--- src/rtl/sd_data_pkg.sv ---
// Shared types and constants for the SD DAT-line receiver.
// Holds the receiver state encoding and the serial CRC16 step function.
package sd_data_pkg;

  typedef enum logic [2:0] {
    IDLE       = 3'd0,
    WAIT_START = 3'd1,
    DATA       = 3'd2,
    CRC        = 3'd3,
    END        = 3'd4,
    DONE       = 3'd5
  } sd_rx_state_t;

  localparam logic [15:0] SD_CRC16_POLY = 16'h1021;
  localparam logic [15:0] SD_CRC16_INIT = 16'h0000;

  function automatic logic [15:0] crc16_next(input logic [15:0] crc, input logic bit_in);
    logic fb;
    fb = crc[15] ^ bit_in;
    crc16_next = {crc[14:0], 1'b0} ^ (fb ? SD_CRC16_POLY : 16'h0000);
  endfunction

endpackage

--- src/rtl/sd_crc16.sv ---
// Serial CRC16 (x^16+x^12+x^5+1) for one DAT line, one bit per enabled cycle.
module sd_crc16 (
  input  logic        ex_clk,
  input  logic        ex_resetn,
  input  logic        clear,
  input  logic        enable,
  input  logic        bit_in,
  output logic [15:0] crc_out
);
  import sd_data_pkg::*;

  logic [15:0] r_crc;

  // CRC shift register; clear wins over enable
  always_ff @(posedge ex_clk or negedge ex_resetn) begin
    if (!ex_resetn) begin
      r_crc <= SD_CRC16_INIT;
    end else if (clear) begin
      r_crc <= SD_CRC16_INIT;
    end else if (enable) begin
      r_crc <= crc16_next(r_crc, bit_in);
    end
  end

  assign crc_out = r_crc;

endmodule

--- src/rtl/sd_data_rx.sv ---
// SD DAT-line block receiver with per-line CRC16 check and a byte FIFO.
// 4-bit bus mode is only available when SD_RX_WIDE_BUS_EN is defined.
module sd_data_rx #(
  parameter int  MAX_BLOCK_BYTES = 512,
  parameter int  FIFO_DEPTH      = 8,
  parameter int  TIMEOUT_SAMPLES = 65535,
  localparam int LEN_W           = $clog2(MAX_BLOCK_BYTES + 1)
) (
  input  logic             ex_clk,
  input  logic             ex_resetn,
  input  logic             sd_clk_rise,
  input  logic [3:0]       dat_in,
  input  logic             start,
  input  logic             wide_bus,
  input  logic [LEN_W-1:0] block_len,
  input  logic             abort,
  output logic [7:0]       rd_data,
  output logic             rd_valid,
  input  logic             rd_ready,
  output logic             busy,
  output logic             done,
  output logic             crc_err,
  output logic             end_err,
  output logic             timeout,
  output logic             overrun
);
  import sd_data_pkg::*;

  localparam int AW = (FIFO_DEPTH > 1) ? $clog2(FIFO_DEPTH) : 1;
  localparam int CW = AW + 1;
  localparam int TW = $clog2(TIMEOUT_SAMPLES + 1);
`ifdef SD_RX_WIDE_BUS_EN
  localparam int   N_LINES = 4;
  localparam logic WIDE_OK = 1'b1;
`else
  localparam int   N_LINES = 1;
  localparam logic WIDE_OK = 1'b0;
`endif

  sd_rx_state_t     r_state, w_state_nxt;
  logic             r_wide;
  logic [LEN_W-1:0] r_len, r_byte_cnt;
  logic [2:0]       r_bit_cnt;
  logic [7:0]       r_shift;
  logic [3:0]       r_crc_idx;
  logic [TW-1:0]    r_to_cnt;
  logic             r_busy, r_done, r_crc_err, r_end_err, r_timeout, r_overrun;
  logic [7:0]       r_mem [FIFO_DEPTH];
  logic [AW-1:0]    r_wr_ptr, r_rd_ptr;
  logic [CW-1:0]    r_count;
  logic             r_valid;

  logic [3:0]       w_mask, w_act, w_crc_bits;
  logic [7:0]       w_shift_nxt;
  logic             w_byte_done, w_last_byte, w_crc_miss;
  logic             w_accept, w_push, w_crc_en, w_crc_clr, w_set_crc, w_set_end, w_set_to;
  logic             w_pop, w_full, w_wr_ok, w_ovf;
  logic [CW-1:0]    w_count_nxt;
  logic [15:0]      w_crc [4];

  assign w_mask      = r_wide ? 4'hF : 4'h1;
  assign w_act       = dat_in & w_mask;
  assign w_shift_nxt = r_wide ? {r_shift[3:0], dat_in} : {r_shift[6:0], dat_in[0]};
  assign w_byte_done = r_wide ? r_bit_cnt[0] : (r_bit_cnt == 3'd7);
  assign w_last_byte = (r_byte_cnt == r_len - LEN_W'(1));
  assign w_crc_miss  = |((dat_in ^ w_crc_bits) & w_mask);

  for (genvar k = 0; k < 4; k++) begin : g_line
    if (k < N_LINES) begin : g_crc
      sd_crc16 u_crc (
        .ex_clk    (ex_clk),
        .ex_resetn (ex_resetn),
        .clear     (w_crc_clr),
        .enable    (w_crc_en & w_mask[k]),
        .bit_in    (dat_in[k]),
        .crc_out   (w_crc[k])
      );
    end else begin : g_none
      assign w_crc[k] = SD_CRC16_INIT;
    end
  end

  // Received CRC is compared MSB first against each line's frozen CRC
  always_comb begin
    w_crc_bits = 4'h0;
    for (int k = 0; k < 4; k++) begin
      w_crc_bits[k] = w_crc[k][4'd15 - r_crc_idx];
    end
  end

  // State register
  always_ff @(posedge ex_clk or negedge ex_resetn) begin
    if (!ex_resetn) begin
      r_state <= IDLE;
    end else begin
      r_state <= w_state_nxt;
    end
  end

  // Next state and per-sample control; abort overrides everything
  always_comb begin
    w_state_nxt = r_state;
    w_accept    = 1'b0;
    w_push      = 1'b0;
    w_crc_en    = 1'b0;
    w_crc_clr   = 1'b0;
    w_set_crc   = 1'b0;
    w_set_end   = 1'b0;
    w_set_to    = 1'b0;
    if (abort) begin
      w_state_nxt = IDLE;
    end else begin
      case (r_state)
        IDLE, DONE: begin
          if (start) begin
            w_accept  = 1'b1;
            w_crc_clr = 1'b1;
            if ((block_len == LEN_W'(0)) || (block_len > LEN_W'(MAX_BLOCK_BYTES))) begin
              w_set_end   = 1'b1;
              w_state_nxt = DONE;
            end else begin
              w_state_nxt = WAIT_START;
            end
          end else begin
            w_state_nxt = IDLE;
          end
        end
        WAIT_START: begin
          if (!sd_clk_rise) begin
            w_state_nxt = WAIT_START;
          end else if (w_act == 4'h0) begin
            w_state_nxt = DATA;
          end else if (w_act != w_mask) begin
            w_set_end   = 1'b1;
            w_state_nxt = DATA;
          end else if (r_to_cnt == TW'(TIMEOUT_SAMPLES - 1)) begin
            w_set_to    = 1'b1;
            w_state_nxt = DONE;
          end else begin
            w_state_nxt = WAIT_START;
          end
        end
        DATA: begin
          if (sd_clk_rise) begin
            w_crc_en    = 1'b1;
            w_push      = w_byte_done;
            w_state_nxt = (w_byte_done && w_last_byte) ? CRC : DATA;
          end else begin
            w_state_nxt = DATA;
          end
        end
        CRC: begin
          if (sd_clk_rise) begin
            w_set_crc   = w_crc_miss;
            w_state_nxt = (r_crc_idx == 4'd15) ? END : CRC;
          end else begin
            w_state_nxt = CRC;
          end
        end
        END: begin
          if (sd_clk_rise) begin
            w_set_end   = (w_act != w_mask);
            w_state_nxt = DONE;
          end else begin
            w_state_nxt = END;
          end
        end
        default: w_state_nxt = IDLE;
      endcase
    end
  end

  // Status outputs are decoded from the next state so they line up with it
  always_ff @(posedge ex_clk or negedge ex_resetn) begin
    if (!ex_resetn) begin
      r_busy    <= 1'b0;
      r_done    <= 1'b0;
      r_crc_err <= 1'b0;
      r_end_err <= 1'b0;
      r_timeout <= 1'b0;
      r_overrun <= 1'b0;
    end else begin
      r_busy    <= (w_state_nxt != IDLE) && (w_state_nxt != DONE);
      r_done    <= (w_state_nxt == DONE);
      r_crc_err <= (r_crc_err & ~w_accept) | w_set_crc;
      r_end_err <= (r_end_err & ~w_accept) | w_set_end;
      r_timeout <= (r_timeout & ~w_accept) | w_set_to;
      r_overrun <= (r_overrun & ~w_accept) | w_ovf;
    end
  end

  // Block configuration, byte assembly and sample counters
  always_ff @(posedge ex_clk or negedge ex_resetn) begin
    if (!ex_resetn) begin
      r_wide     <= 1'b0;
      r_len      <= LEN_W'(0);
      r_byte_cnt <= LEN_W'(0);
      r_bit_cnt  <= 3'd0;
      r_shift    <= 8'h00;
      r_crc_idx  <= 4'd0;
      r_to_cnt   <= TW'(0);
    end else if (w_accept) begin
      r_wide     <= wide_bus & WIDE_OK;
      r_len      <= block_len;
      r_byte_cnt <= LEN_W'(0);
      r_bit_cnt  <= 3'd0;
      r_shift    <= 8'h00;
      r_crc_idx  <= 4'd0;
      r_to_cnt   <= TW'(0);
    end else if (sd_clk_rise) begin
      if (r_state == WAIT_START) begin
        r_to_cnt <= r_to_cnt + TW'(1);
      end
      if (r_state == DATA) begin
        r_shift <= w_shift_nxt;
        if (w_byte_done) begin
          r_bit_cnt  <= 3'd0;
          r_byte_cnt <= r_byte_cnt + LEN_W'(1);
        end else begin
          r_bit_cnt  <= r_bit_cnt + 3'd1;
        end
      end
      if (r_state == CRC) begin
        r_crc_idx <= r_crc_idx + 4'd1;
      end
    end
  end

  // A full FIFO still accepts a push when the head is popped in the same cycle
  assign w_pop   = r_valid & rd_ready;
  assign w_full  = (r_count == CW'(FIFO_DEPTH));
  assign w_wr_ok = w_push & (~w_full | w_pop);
  assign w_ovf   = w_push & w_full & ~w_pop;

  // FIFO occupancy update
  always_comb begin
    case ({w_wr_ok, w_pop})
      2'b10:   w_count_nxt = r_count + CW'(1);
      2'b01:   w_count_nxt = r_count - CW'(1);
      default: w_count_nxt = r_count;
    endcase
  end

  // FIFO storage and pointers
  always_ff @(posedge ex_clk or negedge ex_resetn) begin
    if (!ex_resetn) begin
      for (int i = 0; i < FIFO_DEPTH; i++) begin
        r_mem[i] <= 8'h00;
      end
      r_wr_ptr <= AW'(0);
      r_rd_ptr <= AW'(0);
      r_count  <= CW'(0);
      r_valid  <= 1'b0;
    end else begin
      if (w_wr_ok) begin
        r_mem[r_wr_ptr] <= w_shift_nxt;
        r_wr_ptr        <= r_wr_ptr + AW'(1);
      end
      if (w_pop) begin
        r_rd_ptr <= r_rd_ptr + AW'(1);
      end
      r_count <= w_count_nxt;
      r_valid <= (w_count_nxt != CW'(0));
    end
  end

  assign rd_data  = r_mem[r_rd_ptr];
  assign rd_valid = r_valid;
  assign busy     = r_busy;
  assign done     = r_done;
  assign crc_err  = r_crc_err;
  assign end_err  = r_end_err;
  assign timeout  = r_timeout;
  assign overrun  = r_overrun;

endmodule

--- config.mk ---
export PLATFORM = sky130hd
export DESIGN_NAME = sd_data_rx
export DESIGN_NICKNAME = d
export VERILOG_FILES = /design/src/rtl/sd_data_pkg.sv /design/src/rtl/sd_crc16.sv /design/src/rtl/sd_data_rx.sv
export SDC_FILE = /design/constraint.sdc
export NUM_CORES = 1
export LEC_CHECK = 0
export CORE_ASPECT_RATIO = 1.1
export CORE_UTILIZATION = 60
export DETAILED_ROUTE_END_ITERATION = 10
export PLACE_DENSITY = 0.86
export SYNTH_ARGS = -nofsm -noshare
export SYNTH_HDL_FRONTEND = slang
export SYNTH_SLANG_ARGS = --single-unit
--- constraint.sdc ---
create_clock -name ex_clk -period 5.69 [get_ports ex_clk]
set_input_delay 1.138 -clock ex_clk [delete_from_list [all_inputs] [get_ports ex_clk]]
set_output_delay 1.138 -clock ex_clk [all_outputs]
set_load 0.02 [all_outputs]
==> results.txt, run 1 <==
* Share of total power in sequential cells: between 40% and 50%
* Outcome: completed
- The worst setup path is captured at a flop.
- The clock net in this run drives a total of 150 sinks.
- Summed over all nets, the switching power comes to approximately 0.82 mW.
* Most used cell, CP: sky130_fd_sc_hd__ha_1
* Worst-skew pair later-pin latency: approximately 0.42 ns
* Post-detailed-route DRC marker count: 0
- Comb power frac: roughly 16%
- Sw frac: 28.4%
* Synthesized area per cell: around 11 um2
- CTS tree: done
* Total global-route track usage: a little over a quarter
- PostCTS Resize Cnt: 0
- VDD sags by at most 0.234 mV.
- Drt via density: roughly 6.1
* Sequential element share of the synthesized area: between 50 and 60%
- In this run the cell area measured after placement is just under 8000 um2.
* Crit path buf inv count: 2
- Worst Skew: 0.00562 ns
- The analysis attributes to cell leakage a power of around 3.9 nW.
- Yosys warning count: 0
- The final layout contains routed wiring with a total length of about 15 mm.
- From bottom edge to top edge, the die measures between 100 and 150 um.
- STA classifies the critical path startpoint as a primary input.
* Post-route setup TNS: 0 ns
- Fill cells in the final layout number 817.
- CTS Root Buffer Type: sky130_fd_sc_hd__clkbuf_16
* Routability congestion estimate from global placement: about 0.8
- The worst path uses 78.4% of the clock period.
- Effective utilization at floorplan: approximately 62%
- The synthesized design contains 0 enable-type register cells.
- The number of global-route vias before repair came to around 5400.
- Minimum setup slack after placement: approximately 0.84 ns
- WS Path Type: primary input to flop
* Final count of negative-setup-slack endpoints: 0
- The area growth from synthesis to layout is 13.1%.
- Among cell families on the critical path, the largest total delay comes from simple AND/OR/NAND/NOR gates.
- Count of max-cap constraint violations: 0
- Relative contribution of the clock network to total power: approximately two fifths
- Largest stage delay on the critical path: roughly 0.6 ns
- The worst path in the final design needs a cycle of roughly 4.5 ns, including I/O delays and setup.
* Arrival time of the worst setup path: between 4 and 5 ns
- Global routing finished with a remaining overflow of 0.
- In this run, synthesis produced a sequential element count of 150.
* Synthesized cell area: roughly 7500 um2
* Ys flop type: sky130_fd_sc_hd__dfrtp_1
- For the pin with the worst max-slew slack, the measured transition is around 1.1 ns.
- Post-CTS timing repair inserted 0 buffers for setup.
- The repair_antennas step left the layout with diodes totalling 0.
- Final max-slew violation count: 0
- Placeable core region: ~12000 um2
* Initial antenna violation count: 0
* Remaining max-slew budget at the tightest pin: a little under a quarter
- Number of buffers between clock root and the deepest sink: 2
- First-iteration detailed-routing DRC count: 322
- Quantity of I/O buffers inserted on ports: 31
- RSZ-0062 raised after global routing: false
- Synth area leaders: sky130_fd_sc_hd__dfrtp_1 50%, sky130_fd_sc_hd__mux2_2 11%, sky130_fd_sc_hd__mux4_2 6.3%
- Synthesis produced a netlist with a net count of ~700.
- STA puts the critical path data required time at 5.98 ns.
- Clock-pin slew was measured on the worst setup and hold paths at about 0.060 ns.
- The finished cells cover between 8000 and 9000 um2.
* Commonest cells in the netlist: 150 x sky130_fd_sc_hd__dfrtp_1, 101 x sky130_fd_sc_hd__nand2_1, 74 x sky130_fd_sc_hd__mux2_2, 38 x sky130_fd_sc_hd__nor2_1, 31 x sky130_fd_sc_hd__a21oi_1
- Static timing analysis puts the maximum clock frequency at 224 MHz.
- Entering global routing, the biggest net connects between 100 and 150 pins.
* Post-synthesis instance total: 662
* Most instantiated library cell after synthesis: sky130_fd_sc_hd__dfrtp_1
- Post-layout total power: approximately 2.9 mW
- Counting distinct cell types in the post-synthesis netlist gives 60.
* H-tree lvl count: 4
- In this run the worst path has a maximum fanout of 16.
- Setup slack of the most critical reg-to-reg path: roughly 2.1 ns
* Fraction of final layout cells with drive strength greater than 1: a little over a fifth
- Total via count after detailed routing: approximately 5100
- Worst hold path type: flop to flop
* Detailed-routing iteration count for the pre-antenna-repair pass: 5
* Drt wl/cell: around 18 um
- The first global-routing pass estimated 25.9 mm of wire.
- Hold-fix buffers at CTS: 0
* PD cells: ~340 nW/um2
- sky130_fd_sc_hd__dfrtp_1 takes more of the synthesized area than any other cell.
- The internal power of the cells totals 2.06 mW.
- Row cnt: 42
* Final count of hold timing violations: 0
* Nets: 710
- The wire-length estimate of the detail-placed layout is ~10 mm.
* I/O pins: 36
- Setup slack on the critical path of the routed design comes to between 1 and 1.5 ns.
- The die covers between 10000 and 15000 um2.
* Top cell type's share of synthesized area: 50.1%
- Async set or reset register ratio after synthesis: 100%
* Antenna-violating nets left: 0
- Traced cell by cell, the critical path runs through clkdlybuf4s50_1, nor2b_4, nand3b_2, nor2_4, and3_1, inv_4, ha_1, ha_1, a21o_1, a21oi_1, xnor2_1, nor2_1, xor2_1, or4_1.
- Crit path max-delay cell type: sky130_fd_sc_hd__clkdlybuf4s50_1
- The number of clock buffers added by TritonCTS is 17.
- Measured along the x axis, the die boundary spans approximately 110 um.
registers in the layout (all words and copies together) (netlist names), 3 cells and up:
signal	cells
r_mem	64
g_line.g_crc.u_crc.crc_out	16
r_shift	7
r_rd_ptr	3
r_to_cnt	16
r_bit_cnt	3
r_count	4
r_state	3
r_byte_cnt	10
r_len	10
r_wr_ptr	3
r_crc_idx	4
metal layers:
| layer | vias to the layer above | share of wire, % | global-route usage (%) | wire (um) |
|---|---|---|---|---|
| met1 | 2639 | 41 | 30.2 | 6370 |
| met2 | 112 | 53 | 45.8 | 8110 |
| met5 | - | 0 | 0 | 0 |
| li1 | 2357 | - | - | - |
| met4 | 0 | 3.0 | 13.0 | 464 |
| met3 | 34 | 2.8 | 5.97 | 428 |
layout by cell type, fill, tap and decap left out, types with 4 or more instances in the layout:
| cell | netlist | final |
|---|---|---|
| sky130_fd_sc_hd__xnor2_1 | 23 | 23 |
| sky130_fd_sc_hd__or3_1 | 10 | 10 |
| sky130_fd_sc_hd__mux4_2 | 21 | 21 |
| sky130_fd_sc_hd__nor4b_1 | 5 | 4 |
| sky130_fd_sc_hd__clkdlybuf4s50_1 | 0 | 30 |
| sky130_fd_sc_hd__nand3_1 | 22 | 22 |
| sky130_fd_sc_hd__inv_1 | 13 | 13 |
| sky130_fd_sc_hd__o21ai_0 | 18 | 18 |
| sky130_fd_sc_hd__nand2_1 | 101 | 101 |
| sky130_fd_sc_hd__nor2_1 | 38 | 38 |
| sky130_fd_sc_hd__mux2_2 | 74 | 74 |
| sky130_fd_sc_hd__a21oi_1 | 31 | 31 |
| sky130_fd_sc_hd__nand4_1 | 10 | 10 |
| sky130_fd_sc_hd__nor2b_1 | 4 | 4 |
| sky130_fd_sc_hd__clkbuf_16 | 0 | 17 |
| sky130_fd_sc_hd__ha_1 | 12 | 12 |
| sky130_fd_sc_hd__dfrtp_1 | 150 | 150 |
| sky130_fd_sc_hd__buf_4 | 1 | 4 |
| sky130_fd_sc_hd__xor2_1 | 22 | 22 |
| sky130_fd_sc_hd__clkbuf_8 | 0 | 4 |
| sky130_fd_sc_hd__nor3_1 | 11 | 11 |
power groups by stage:
stage | clock (mW) | combinational, mW | sequential (mW)
2_1_floorplan | 0 | 0.409 | 1.21
3_3_place_gp | 0 | 0.426 | 1.31
3_5_place_dp | 0 | 0.447 | 1.31
4_1_cts | 1.14 | 0.454 | 1.30
5_1_grt | 1.19 | 0.502 | 1.31
6_report | 1.13 | 0.452 | 1.30
logic make-up after synthesis:
family	synth area share, %
fa+ha+maj	2.27
xor+xnor	5.26
compound gates	5.75
simple gates	15.8
flops	50.1
buf+inv	2.91
mux	17.8
path summary, 6_finish.rpt:
path | endpoint | startpoint | depth (start not counted)
max | rd_valid$_DFF_PN0_ | sd_clk_rise | 14
max in group asynchronous | r_to_cnt[1]$_DFFE_PN0P_ | ex_resetn | 2
max reg2reg | rd_valid$_DFF_PN0_ | r_state[2]$_DFF_PN0_ | 13
min | end_err$_DFF_PN0_ | end_err$_DFF_PN0_ | 2
min in group asynchronous | r_mem[15]$_DFFE_PN0P_ | ex_resetn | 1
min reg2reg | end_err$_DFF_PN0_ | end_err$_DFF_PN0_ | 2
metrics by stage:
stage	hold slack [ns]	instances	util (%)
floorplan	0.450	662	-
global placement	0.466	811	65.1
detailed placement	0.474	811	65.1
CTS	0.495	843	70.1
global route	0.510	843	70.1
finish	0.495	843	70.1
final cells by class:
class,instances,area [um2],area share [%]
clock inverters,11,124,1.46
clock buffers,21,480,5.67
inverters,14,55.1,0.650
multi-input cells,458,3520,41.6
repair buffers,35,342,4.03
well taps,154,193,2.28
flip-flops and latches,150,3750,44.3
worst register-to-register path: stages (launching register included):
cell	delay [ns]
sky130_fd_sc_hd__dfrtp_1	0.51
sky130_fd_sc_hd__nor2b_4	0.18
sky130_fd_sc_hd__nand3b_2	0.26
sky130_fd_sc_hd__nor2_4	0.40
sky130_fd_sc_hd__and3_1	0.40
sky130_fd_sc_hd__inv_4	0.13
sky130_fd_sc_hd__ha_1	0.24
sky130_fd_sc_hd__ha_1	0.28
sky130_fd_sc_hd__a21o_1	0.15
sky130_fd_sc_hd__a21oi_1	0.17
sky130_fd_sc_hd__xnor2_1	0.14
sky130_fd_sc_hd__nor2_1	0.08
sky130_fd_sc_hd__xor2_1	0.17
sky130_fd_sc_hd__or4_1	0.40
(Power assumes the default switching activity.)
==> run 2: changes to the inputs <==
Clock period 5.69 ns to 4.6 ns, I/O delays scaled along.
==> results.txt, run 2 (synthesis results as in run 1) <==
- The number of clock buffers added by TritonCTS is 17.
* Reg2Reg Launch Point: r_state[2]$_DFF_PN0_
* Total Wirelength: about 16 mm
- 36 I/O pins were placed.
- Global-route layer with the greatest usage: met2
- Across all register-to-register paths, the minimum setup slack is approximately 1.5 ns.
* Overall overflow remaining after global route: 0
* Nets: ~720
- The run finished with clean final reports.
- Commonest non-fill, non-tap cells in the layout: 150 x sky130_fd_sc_hd__dfrtp_1, 101 x sky130_fd_sc_hd__nand2_1, 74 x sky130_fd_sc_hd__mux2_2
- Final Util: a little over two thirds
* Clock-pin slew reported for the worst setup and hold paths after clock tree synthesis: ~0.060 ns
- In the routed layout, each cell is associated on average with a via count of roughly 6.2.
- The initial antenna violation count was 0.
* Reg2reg path depth: 13
- Worst hold start: r_count[3]$_DFF_PN0_
* Number of cells in the finished layout apart from fillers: ~850
- Met2 track demand over resource: about 46%
- Static timing analysis puts the maximum clock frequency at 262 MHz.
* Worst hold path type: flop to flop
* First-iteration detailed-routing DRC count: roughly 340
- In this run the standard cell core region covers between 10000 and 15000 um2.
* Post-route setup TNS: 0 ns
- Dividing the detail-routed wire length by the instance count gives 19.0 um.
* Worst Skew: between 0.008 and 0.009 ns
- STA classifies the critical path startpoint as a primary input.
- From synthesis to final layout, the design area changed by 14.1%.
- The worst register-to-register path ends at rd_valid$_DFF_PN0_.
* Routability congestion estimate from global placement: roughly 0.85
- In this run the worst setup path terminates at rd_valid$_DFF_PN0_.
* Detailed-routing iteration count for the pre-antenna-repair pass: 5
* Die Width: roughly 110 um
- Post-CTS Setup Repair Bufs: 0
- Remaining max-slew budget at the tightest pin: approximately a third
* Total global-route track usage: between 20 and 30%
- Period minus WS final: around 3.8 ns
- Die extent in y: 119 um
- Area of the die: roughly 13000 um2
* Number of buffers between clock root and the deepest sink: 2
- Quantity of I/O buffers inserted on ports: 31
- TritonCTS built the clock tree.
- Launching instance or port of the critical path: sd_clk_rise
- Post-layout total power: between 3 and 4 mW
- For this configuration, the core starts out at a cell density of 61.9%.
- Fraction of final layout cells with drive strength greater than 1: around 22%
- Element type at the critical path end: flop
- Post-CTS repair changed the size of 0 cells.
- Met1 layer usage reported by global route: about a third
- The number of pins with negative max-slew slack in the final report came to 0.
- For the worst setup path, the data arrival time is about 4.1 ns.
- CTS sink cnt: 150
- Count of max-cap constraint violations: 0
- Counting flops per register, the top entry is r_mem.
* Met3 Resource Use GR: under 10%
- The H-tree was split into 4 levels.
* Final count of hold timing violations: 0
* Hold-fix buffers at CTS: 0
- Cell area after placement: between 7000 and 8000 um2
- Number of flip-flops in the largest register: 64
* Placed instance count: approximately 820
- The number of global-route vias before repair was around 5600.
- At the pin with the least slew margin, the transition time is 0.998 ns.
- Setup violations remaining at the end of the flow were counted as 0.
- VDD sags by at most ~0.38 mV.
- Hold is met by roughly 0.49 ns.
* Detailed-placement wirelength estimate: between 10 and 15 mm
* Largest fanout on the critical path: 8
- Across all layers, the routed design uses roughly 5300 vias.
* RSZ-0062 raised after global routing: false
- Post-route worst setup slack: a little under 0.8 ns
* Final cycle utilization of the critical path: between 80% and 90%
- Row cnt: 42
- Critical path data required time: 4.90 ns
- After routing the design area is approximately 8500 um2.
- In the routed design, unresolved DRC markers number 0.
* Maximum number of pins on one net before global-route repair: roughly 110
- Antenna Cells: 0
- CTS Root Buffer Type: sky130_fd_sc_hd__clkbuf_16
- Timing analysis after detailed placement gives a worst setup slack of 0.340 ns.
- Antenna-violating nets left: 0
* Most common library cell in the layout ignoring fill and taps: sky130_fd_sc_hd__dfrtp_1
- First-pass GRT wire length: approximately 27 mm
- Worst-skew pair later-pin latency: about 0.43 ns
- PD cells: around 430 nW/um2
* Leakage component of the power: 3.91 nW
* WS Path Type: primary input to flop
==> run 2: worst min-delay path by stage <==
stage / slack (ns) / cells after the start / end
global route: 0.52 / 1 / r_mem[60]$_DFFE_PN0P_
finish: 0.49 / 1 / r_count[3]$_DFF_PN0_
global placement: 0.47 / 2 / g_line[0].g_crc.u_crc.crc_out[15]$_DFFE_PN0P_
CTS: 0.48 / 1 / r_count[3]$_DFF_PN0_
detailed placement: 0.47 / 1 / r_count[3]$_DFF_PN0_
floorplan: 0.45 / 1 / r_count[3]$_DFF_PN0_
==> run 2: critical path: stages <==
cell and delay (ns):
sky130_fd_sc_hd__clkdlybuf4s50_1 0.62, sky130_fd_sc_hd__nor2b_4 0.22, sky130_fd_sc_hd__nand3b_2 0.12, sky130_fd_sc_hd__nor2_4 0.12
sky130_fd_sc_hd__and3_1 0.35, sky130_fd_sc_hd__inv_4 0.12, sky130_fd_sc_hd__ha_1 0.25, sky130_fd_sc_hd__ha_1 0.29
sky130_fd_sc_hd__a21o_1 0.17, sky130_fd_sc_hd__a21oi_1 0.17, sky130_fd_sc_hd__xnor2_1 0.14, sky130_fd_sc_hd__nor2_1 0.07
sky130_fd_sc_hd__xor2_1 0.16, sky130_fd_sc_hd__or4_1 0.40
==> run 2: area by class of cell <==
cell class                      instances  area, um2
Sequential cell                       150       3750
Fill cell                             790       3540
Multi-Input combinational cell        458       3520
Clock buffer                           18        429
Timing Repair Buffer                   41        387
Clock inverter                         12        204
Tap cell                              154        193
Inverter                               14       55.1
==> run 2: metal layers <==
metal | part of all wire, % | vias to the layer above
met5 | 0 | -
met4 | 3.0 | 0
met3 | 4.7 | 52
met2 | 52 | 172
met1 | 40 | 2670
li1 | - | 2376
==> run 2: where the power goes <==
part           internal, mW  switching [mW]  leakage [nW]  total, mW
Combinational         0.296           0.337          1.55      0.632
Clock                 0.957           0.544         0.298       1.50
Sequential             1.41           0.153          2.05       1.56
Total                  2.66            1.03          3.91       3.69
==> run 3: changes to the inputs <==
Clock period 4.6 ns to 3.69 ns, I/O delays scaled along.
==> results.txt, run 3 (synthesis results as in run 1) <==
- Number of global-route vias before repair: roughly 5400
- CTS built an H-tree with a depth of 4.
* Detailed-placement wirelength estimate: 10.4 mm
- Initial antenna violation count: 0
- The multi-input combinational cells in the finished layout cover a total of 3520 um2.
- Minimum setup slack after placement: -0.0528 ns
* Total global-route track usage: 26.9%
- For this run the aggregate overflow at the end of global routing stands at 0.
- After clock tree synthesis, the setup repair step added 0 buffers.
- I/O pins: 36
- Commonest non-fill, non-tap cells in the layout: 150 x sky130_fd_sc_hd__dfrtp_1, 101 x sky130_fd_sc_hd__nand2_1, 74 x sky130_fd_sc_hd__mux2_2
- Critical Path Source Type: flop
- The filler cells instantiated in the layout total slightly above 800.
- Fin Hold WS: between 0.4 and 0.5 ns
- Total Wirelength: ~16 mm
* Routability congestion estimate from global placement: roughly 0.82
* Post-route worst setup slack: roughly 0.34 ns
- The detailed router finished its first iteration with 350 violations.
- CTS placed an instance of sky130_fd_sc_hd__clkbuf_16 at the clock tree root.
- Register cell area after layout: 3750 um2
- Worst-skew pair later-pin latency: between 0.4 and 0.5 ns
* Period minus WS final: between 3 and 4 ns
- Reg2Reg Launch Point: r_state[2]$_DFF_PN0_
- Final count of hold timing violations: 0
* WS Path Type: flop to output pin
* Drt wl/cell: ~18 um
* Die extent in y: roughly 120 um
- The first detailed-routing pass ran for 5 iterations.
- Data arrives at the worst endpoint at 2.62 ns.
- Placeable core region: 12100 um2
- Nets: between 700 and 800
* Final cycle utilization of the critical path: about 91%
- For this configuration, the core starts out at a cell density of approximately three fifths.
- Area of the die: 12900 um2
* Row cnt: 42
* Final count of negative-setup-slack endpoints: 0
- Drt via density: around 6
- 0 antenna diodes ended up in the layout.
- For this design the ratio of total power to cell area is 527 nW/um2.
* Launching instance or port of the critical path: r_rd_ptr[1]$_DFFE_PN0P_
* Upper clock frequency limit: about 300 MHz
- After clock tree synthesis, the flow added hold-fix buffers numbering 0.
- Final max-slew violation count: 0
- Maximum number of pins on one net before global-route repair: 129
* CTS tree: done
- The worst hold path belongs to the class primary input to async pin.
- The number of clock buffers added by TritonCTS is 17.
* Leakage component of the power: slightly below 4 nW
- The count of nets left with antenna violations once routing finished came out at 0.
- The run finished with clean final reports.
- In this run the worst path has a maximum fanout of 18.
- Clock-pin slew reported for the worst setup and hold paths after clock tree synthesis: approximately 0.060 ns
- For this run, design rule violations remaining after detail routing come to 0.
* Largest voltage drop on the vdd net: between 0.3 and 0.4 mV
- The register with the most flip-flops in the layout has 64 of them.
- PostCTS Resize Cnt: 0
* Post-route setup TNS: 0 ns
- First-pass GRT wire length: about 26 mm
- The die is 109 um wide.
- In this run the tool buffered the top-level ports with 31 buffer cells.
- Synthesis-to-layout area growth: 14.8%
- Remaining max-slew budget at the tightest pin: between 20% and 30%
- Setup repair after global routing left no endpoint under its margin.
* Element type at the critical path end: output pin
* Total via count after detailed routing: 5158
- Across the routed clock network, the largest skew measured is between 0.006 and 0.007 ns.
- r_mem holds more flip-flops than any other register.
* Most common library cell in the layout ignoring fill and taps: sky130_fd_sc_hd__dfrtp_1
* Fraction of final layout cells with drive strength greater than 1: roughly 23%
- For the worst setup path, the data required time is roughly 3 ns.
* CTS sink cnt: 150
- Number of buffers between clock root and the deepest sink: 2
- At the pin with the least slew margin, the transition time is between 1 and 1.5 ns.
- Max-cap violations in this run came to 0.
## run 3: final timing paths
kind,end,slack (ns),depth (start not counted)
setup / recovery,rd_data[0],0.34,3
min in group ex_clk,g_line[0].g_crc.u_crc.crc_out[6]$_DFFE_PN0P_,0.50,2
max in group asynchronous,r_to_cnt[15]$_DFFE_PN0P_,2.34,2
setup reg to reg,rd_valid$_DFF_PN0_,0.70,13
hold reg to reg,g_line[0].g_crc.u_crc.crc_out[6]$_DFFE_PN0P_,0.50,2
hold / removal,r_mem[31]$_DFFE_PN0P_,0.50,1
## run 3: cell type report
type,count,share of cell area [%]
clock buffer,17,4.95
clock inverter,15,2.26
inverter,14,0.640
multi-input combinational,458,41.0
sequential,150,43.7
tap,154,2.24
timing repair buffer,50,5.28
## run 3: stage by stage
stage,util (%),instances,power (mW),area [um2]
after floorplan,-,662,2.50,7490
after global placement,66.0,826,2.69,7980
after detailed placement,66.0,826,2.75,7980
after CTS,71.1,858,4.56,8600
after global routing,71.1,858,4.73,8600
final,71.1,858,4.53,8600
## run 3: per-layer routing
layer  share of wire [%]  up-vias  global-route usage (%)  routed length (um)
met3                 3.0       23                    5.64                 467
met2                  54      102                    46.7                8540
met5                   0        -                       0                   0
met1                  41     2653                    32.5                6490
li1                    -     2380                       -                   -
met4                 1.8        0                    10.3                 282
## run 3: power by group
part / internal, mW / leakage, nW / switching, mW
Clock: 1.08 / 0.293 / 0.725
Sequential: 1.75 / 2.05 / 0.196
Combinational: 0.369 / 1.60 / 0.408
Total: 3.20 / 3.95 / 1.33
## run 3: worst max-delay path, cell delays in order (launching register included)
cell and delay (ns):
sky130_fd_sc_hd__dfrtp_1 0.92, sky130_fd_sc_hd__mux4_2 0.44, sky130_fd_sc_hd__mux2_2 0.29, sky130_fd_sc_hd__clkdlybuf4s50_1 0.53
